**src/rtl/mult_8x8.sv**
```systemverilog
// Sequential 8x8 unsigned multiplier: one shared 4x4 multiplier accumulates the
// four nibble partial products over four cycles after a start request.
module mult_8x8 (
  input  logic        clk,
  input  logic        reset_a,
  input  logic [7:0]  dataa,
  input  logic [7:0]  datab,
  input  logic        start,
  output logic [15:0] product8x8_out,
  output logic        done_flag
);

  localparam logic [2:0] IDLE  = 3'd0;
  localparam logic [2:0] CALC0 = 3'd1;
  localparam logic [2:0] CALC1 = 3'd2;
  localparam logic [2:0] CALC2 = 3'd3;
  localparam logic [2:0] CALC3 = 3'd4;
  localparam logic [2:0] DONE  = 3'd5;

  logic [2:0]  state_q, state_d;
  logic [7:0]  a_q, a_d;
  logic [7:0]  b_q, b_d;
  logic [15:0] prod_q, prod_d;
  logic        done_q, done_d;

  logic [3:0]  mul_a, mul_b;
  logic [3:0]  shamt;
  logic [7:0]  pp;
  logic [15:0] pp_shifted;

  // Nibble selection for the shared multiplier, ordered lo*lo, hi*lo, lo*hi, hi*hi.
  always_comb begin
    mul_a = a_q[3:0];
    mul_b = b_q[3:0];
    shamt = 4'd0;
    case (state_q)
      CALC1: begin
        mul_a = a_q[7:4];
        shamt = 4'd4;
      end
      CALC2: begin
        mul_b = b_q[7:4];
        shamt = 4'd4;
      end
      CALC3: begin
        mul_a = a_q[7:4];
        mul_b = b_q[7:4];
        shamt = 4'd8;
      end
      default: ;
    endcase
  end

  assign pp         = {4'b0000, mul_a} * {4'b0000, mul_b};
  assign pp_shifted = {8'h00, pp} << shamt;

  always_comb begin
    // NOTE: every next-state signal gets a default first so no path leaves it unassigned and infers a latch.
    state_d = state_q;
    a_d     = a_q;
    b_d     = b_q;
    prod_d  = prod_q;
    done_d  = done_q;
    if (start) begin
      // A start in any state discards whatever was in flight.
      state_d = CALC0;
      a_d     = dataa;
      b_d     = datab;
      prod_d  = 16'h0000;
      done_d  = 1'b0;
    end else begin
      case (state_q)
        IDLE: begin
          prod_d = 16'h0000;
          done_d = 1'b0;
        end
        CALC0: begin
          prod_d  = prod_q + pp_shifted;
          state_d = CALC1;
        end
        CALC1: begin
          prod_d  = prod_q + pp_shifted;
          state_d = CALC2;
        end
        CALC2: begin
          prod_d  = prod_q + pp_shifted;
          state_d = CALC3;
        end
        CALC3: begin
          prod_d  = prod_q + pp_shifted;
          done_d  = 1'b1;
          state_d = DONE;
        end
        DONE: ;
        default: begin
          state_d = IDLE;
          prod_d  = 16'h0000;
          done_d  = 1'b0;
        end
      endcase
    end
  end

  // NOTE: state registers use non-blocking assignments so every flop samples pre-edge values.
  always_ff @(posedge clk) begin
    if (reset_a) begin
      state_q <= IDLE;
      a_q     <= 8'h00;
      b_q     <= 8'h00;
      prod_q  <= 16'h0000;
      done_q  <= 1'b0;
    end else begin
      state_q <= state_d;
      a_q     <= a_d;
      b_q     <= b_d;
      prod_q  <= prod_d;
      done_q  <= done_d;
    end
  end

  assign product8x8_out = prod_q;
  assign done_flag      = done_q;

endmodule

```
**config.mk**
```make
export PLATFORM = sky130hd
export DESIGN_NAME = mult_8x8
export DESIGN_NICKNAME = d
export VERILOG_FILES = /design/src/rtl/mult_8x8.sv
export SDC_FILE = /design/constraint.sdc
export NUM_CORES = 1
export LEC_CHECK = 0
export BUFFER_PORTS_ARGS = -buffer_cell sky130_fd_sc_hd__buf_4
export CORE_MARGIN = 1
export CORE_UTILIZATION = 50
export DETAILED_ROUTE_END_ITERATION = 12
export PLACE_DENSITY = 0.7
export RECOVER_POWER = 50
export SLEW_MARGIN = 20
export SYNTH_ARGS = -nofsm -noshare
export SYNTH_HDL_FRONTEND = slang
export SYNTH_SLANG_ARGS = --single-unit
```
**constraint.sdc**
```tcl
create_clock -name clk -period 15.97 [get_ports clk]
set_input_delay 0.7985 -clock clk [delete_from_list [all_inputs] [get_ports clk]]
set_output_delay 0.7985 -clock clk [all_outputs]
set_load 0.01 [all_outputs]
```
Word level (Yosys, flattened, before mapping):

Index checks and enable logic that the tools add are counted.

* word-level logic and storage cells: 30
* register bits after elaboration: 36
* latch bits: 0
* memory bits (writable): 0
* input port bits: 19
* output and inout bits: 17
* memories: 0
* memory bits (read-only): 0

* $mul: 1
* divide/modulo/power cells: 0
* $lt $le $gt $ge: 0
* reductions and logical operators: 8
* bitwise operators: 0
* add/sub/neg operators: 1
* equal/unequal tests: 6
* multiplexer cells: 7
* shift operators: 1

Operators by type and width (count)
* $pmux 16 s2: 1
* $add 16x16->16: 1
* $shl 8x4->16: 1
* $pmux 3 s5: 1
* $reduce_or 2->1: 5
* $mul 4x4->8: 1
* $mux 4: 2
* $pmux 4 s2: 1
* $reduce_or 4->1: 2
* $eq 3x2->1 const B: 2
* $eq 3x3->1 const B: 2
* $eq 3x1->1 const B: 1
* $logic_not 3->1: 1
* $ne 2x1->1 const B: 1
* $pmux 1 s2: 1
* $mux 1: 1

Logic depth before layout (Yosys ltp):

* word-level depth: 7
* gate-level depth with buffers: 26
* gate-level depth less buffers: 25

Least setup slack after synthesis:

OpenSTA, ideal clock, no wires.

* path kind: reg-to-reg
* start: register state_q[1]
* end: register prod_q[14], in the netlist product8x8_out[14]
* arrival: 5.191 ns
* slack: 10.654 ns
* path buffers: 2
* library setup time: 0.125 ns
* period minus slack after synthesis: 5.316 ns
* required time: 15.845 ns
* stages on the path, launching flop included: 27
* cells stage by stage: dfxtp_1 -> buf_2 -> nor2_1 -> nand2_1 -> buf_2 -> nand2_1 -> mux2i_1 -> or2_2 -> fa_1 -> inv_1 -> fa_1 -> ha_1 -> a211oi_1 -> nor2_1 -> o21a_1 -> nor2_1 -> xor2_1 -> nor2_1 -> o21a_1 -> ha_1 -> a21o_1 -> a21o_1 -> a21oi_1 -> o211ai_2 -> a311oi_2 -> xor2_1 -> o21ai_1

* word-level cells in the longest chain between the ends: 7
* elaborated cells on any way between the ends: 16
* those cells by class: 1 x add/sub; 1 x mul; 5 x eq/ne; 1 x shift; 4 x mux; 4 x reduce/logical

Ends and longest elaborated chain
* from (decl): line 20 `logic [2:0] state_q, state_d;`
* from (signal assigned): line 113 `state_q <= state_d;`
* $eq 3x3->1 / $eq 3x2->1 (equally long branches): line 36, 72
* $reduce_or 2->1 (no line)
* $mux 4: line 36 `case (state_q)`
* $mul 4x4->8: line 54 `assign pp = {4'b0000, mul_a} * {4'b0000, mul_b};`
* $shl 8x4->16: line 55 `assign pp_shifted = {8'h00, pp} << shamt;`
* $add 16x16->16
* $pmux 16 s2: line 72 `case (state_q)`
* to (signal assigned): line 116 `prod_q <= prod_d;`
* to (decl): line 23 `logic [15:0] prod_q, prod_d;`

Several ways; a longest one is shown, not always the timed one.
A chain may end at the register's enable or synchronous reset.

Worst setup path in the final report:

* start: register state_q[1]
* end: register prod_q[15], in the netlist product8x8_out[15]

The elaborated chain is that of the path after synthesis.

==> flow_summary_export.csv <==
group,metric,value,unit
status,run_status,"completed",
timing,worst_pin_slew,1.17,ns
power,power,0.236,mW
timing,fin_setup_tns,0,ns
worst_setup_path,critPathTopFamily,"adder cells",
worst_setup_path,crit_path_top_delay_cell,"dfxtp_1",
global_routing,globalRouteOverflowTotal,0,
clocking,clk_latency,0.30,ns
power,leakagePower,1.49,nW
placement,placed_cells,422,
timing,setup_slack,9.62,ns
layout,fin_cells,430,
min_path,hold_path.class,"register to register",
layout,drive_above_1_share,12.8,%
worst_setup_path,timing.critical_path.buf_inv,3,
yosys,yosys.area.top_type_share,26.4,%
worst_setup_path,cp.depth,23,
timing,finalSetupViolCount,0,
route,vias_per_cell,5.57,
timing,slew-limit-headroom,22.0,%
die,die_w,75.8,um
die,die_area,0.00575,mm^2
yosys,synth_area_leader_cell,"dfxtp_1",
die,rows,26,
yosys,ys.flop_type,"dfxtp_1",
layout,multi_input_area,0.00191,mm^2
clocking,h-tree-depth,2,
worst_setup_path,cp-end-kind,"register",
worst_setup_path,required,16.17,ns
global_routing,grt_start_max_net_pins,21,
timing,finalCriticalPeriod,6.35,ns
clocking,cts_hold_buffers,0,
die,coreArea,0.00517,mm^2
global_routing,first_global_vias,2180,
worst_setup_path,crit_fanout,20,
placement,gp_congestion,0.839,
worst_setup_path,cp-start-kind,"register",
yosys,ys.warnings.count,0,
yosys,ys_ff_latch,36,
route,wl_per_cell,13.7,um
route,route.detailed.drc,0,
yosys,async_flop_share,0,%
die,fp.dieH,75.8,um
yosys,ys_types,47,
clocking,cts_resized,0,
yosys,yosysSeqAreaShare,26.4,%
yosys,ys_top_cells_by_area,"dfxtp_1, ha_1, nor2_1",
layout,diodes,0,
route,antenna_left,0,
timing,clock_skew,0.00423,ns
worst_setup_path,startpoint,"state_q[1]",
layout,area_growth,15.1,%
clocking,cts_sinks,36,
worst_setup_path,critPathKind,"register to register",
timing,rsz0062_at_grt,"false",
global_routing,grt_usage,22.7,%
power,peakVddDrop,0.0000485,V
placement,io_buffers,35,
worst_setup_path,worstPathCellList,"nand2b_1, a21oi_4, mux2i_1, or2_2, fa_1, inv_1, fa_1, inv_1, fa_1, inv_1, a21o_1, a21oi_1, xor2_1, nor2_1, o221a_2, ha_1, o21a_1, o211a_1, a21oi_1, o21ai_0, xnor2_1, o21bai_1, a22o_1",
timing,finalHoldViolations,0,
timing,whs,0.488,ns
clocking,root_buffer,"clkbuf_8",
yosys,syn_area,0.00273,mm^2
min_path,hp-start,"product8x8_out[9]",
global_routing,grt_pass1_wl,9920,um
clocking,cts_buffers,5,
route,vias,2396,
yosys,avgSynthCellArea,8.21,um^2
worst_setup_path,critical_path_arrival,6.55,ns
worst_setup_path,reg2reg_slack,9.62,ns
route,drt_wl_total,5870,um
worst_setup_path,r2r_end,"product8x8_out[15]",
global_routing,grt_antenna_before_repair,0,
route,first_pass_iters,5,
worst_setup_path,crit-reg2reg-launch,"state_q[1]",
yosys,netlist_instances,332,
clocking,tritoncts,"yes",
worst_setup_path,rr_worst_depth,23,
die,initial_core_util,52.7,%
layout,final_area,0.00314,mm^2
timing,drv_slew,0,
layout,finish.utilization,60.6,%
layout,nets,410,
timing,max_freq,158,MHz
clocking,post-cts-setup-buffers,0,
yosys,synth_common_cells,"nor2_1, dfxtp_1, nand2_1",
route,drtIter0Drc,112,
die,ioPinCount,36,
worst_setup_path,endpoint,"product8x8_out[15]",
yosys,synth-edff-count,0,
timing,fin_crit_sh,39.8,%
clocking,cts.path.max_buffers,2,
power,powerDensity,75.1,mW/mm^2
worst_setup_path,slowest_delay,0.73,ns
layout,num-fill-cells,478,
yosys,syn-num-nets,383,
yosys,yosysMostFrequentCell,"nor2_1",
placement,placed_area,0.00301,mm^2
layout,regArea,721,um^2
clocking,clkTransAtPathRegs,0.08,ns
placement,dp_slack,9.69,ns
placement,dp_hpwl,4590,um
run,cap_violations,0,
-- metal layers --
metal	GRT usage [%]	share of wire, %	routed length (um)
met1	28.1	44	2610
met2	39.4	49	2900
met3	4.10	4.9	287
met4	7.82	1.3	74
met5	0	0	0
-- worst min-delay path by stage --
stage / cells past startpoint / endpoint
2_1_floorplan: 2 / a_q[0]
3_3_place_gp: 2 / product8x8_out[10]
3_5_place_dp: 2 / b_q[3]
4_1_cts: 2 / product8x8_out[14]
5_1_grt: 2 / product8x8_out[14]
6_report: 2 / product8x8_out[9]
-- tightest hold or removal path: stages, from the launching register on --
cell and delay [ns]:
dfxtp_1 0.33, nand2_1 0.05, o21ai_0 0.06
-- cells by family (layout without fill, tap and decap cells) --
family,count (synthesis),count (layout),synth area share (%)
adder cells (fa/ha/maj),32,32,16.1
flip-flops,36,36,26.4
AND/OR/NAND/NOR,120,120,19.7
AO/OA/AOI/OAI,79,79,20.0
XOR/XNOR,19,19,6.11
multiplexers,22,22,8.08
buffers and inverters,24,52,3.58
-- report_power, final --
| group | total, mW | internal, mW | switching, mW |
|---|---|---|---|
| clock | 0.113 | 0.0781 | 0.0352 |
| combinational | 0.0266 | 0.0123 | 0.0144 |
| sequential | 0.0956 | 0.0926 | 0.00300 |
| total | 0.236 | 0.183 | 0.0526 |
-- layout make-up --
cell class              instances  area share [%]
well taps                      70            2.79
flip-flops and latches         36            23.0
inverters                       9            1.08
repair buffers                 35            7.30
multi-input cells             272            60.8
clock buffers                   5            2.19
clock inverters                 3            2.87
-- flip-flops by register name (all words and copies together), names as in the netlist --
register,count
done_flag,1
product8x8_out,16
b_q,8
a_q,8
state_q,3
-- layout by cell type (no fill, tap or decap), types with 5 or more instances in the layout --
| cell type | n |
|---|---|
| and3_1 | 5 |
| inv_1 | 8 |
| nand2_1 | 28 |
| a21oi_1 | 18 |
| a21o_1 | 8 |
| nor2_1 | 59 |
| xnor2_1 | 7 |
| clkbuf_8 | 5 |
| fa_1 | 5 |
| mux2i_1 | 22 |
| dfxtp_1 | 36 |
| buf_4 | 26 |
| nor2b_1 | 6 |
| a22oi_1 | 8 |
| xor2_1 | 12 |
| ha_1 | 27 |
| o21ai_0 | 16 |
| nand2b_1 | 5 |
| clkbuf_1 | 9 |
Note: power is estimated with default switching activity, not from simulation.
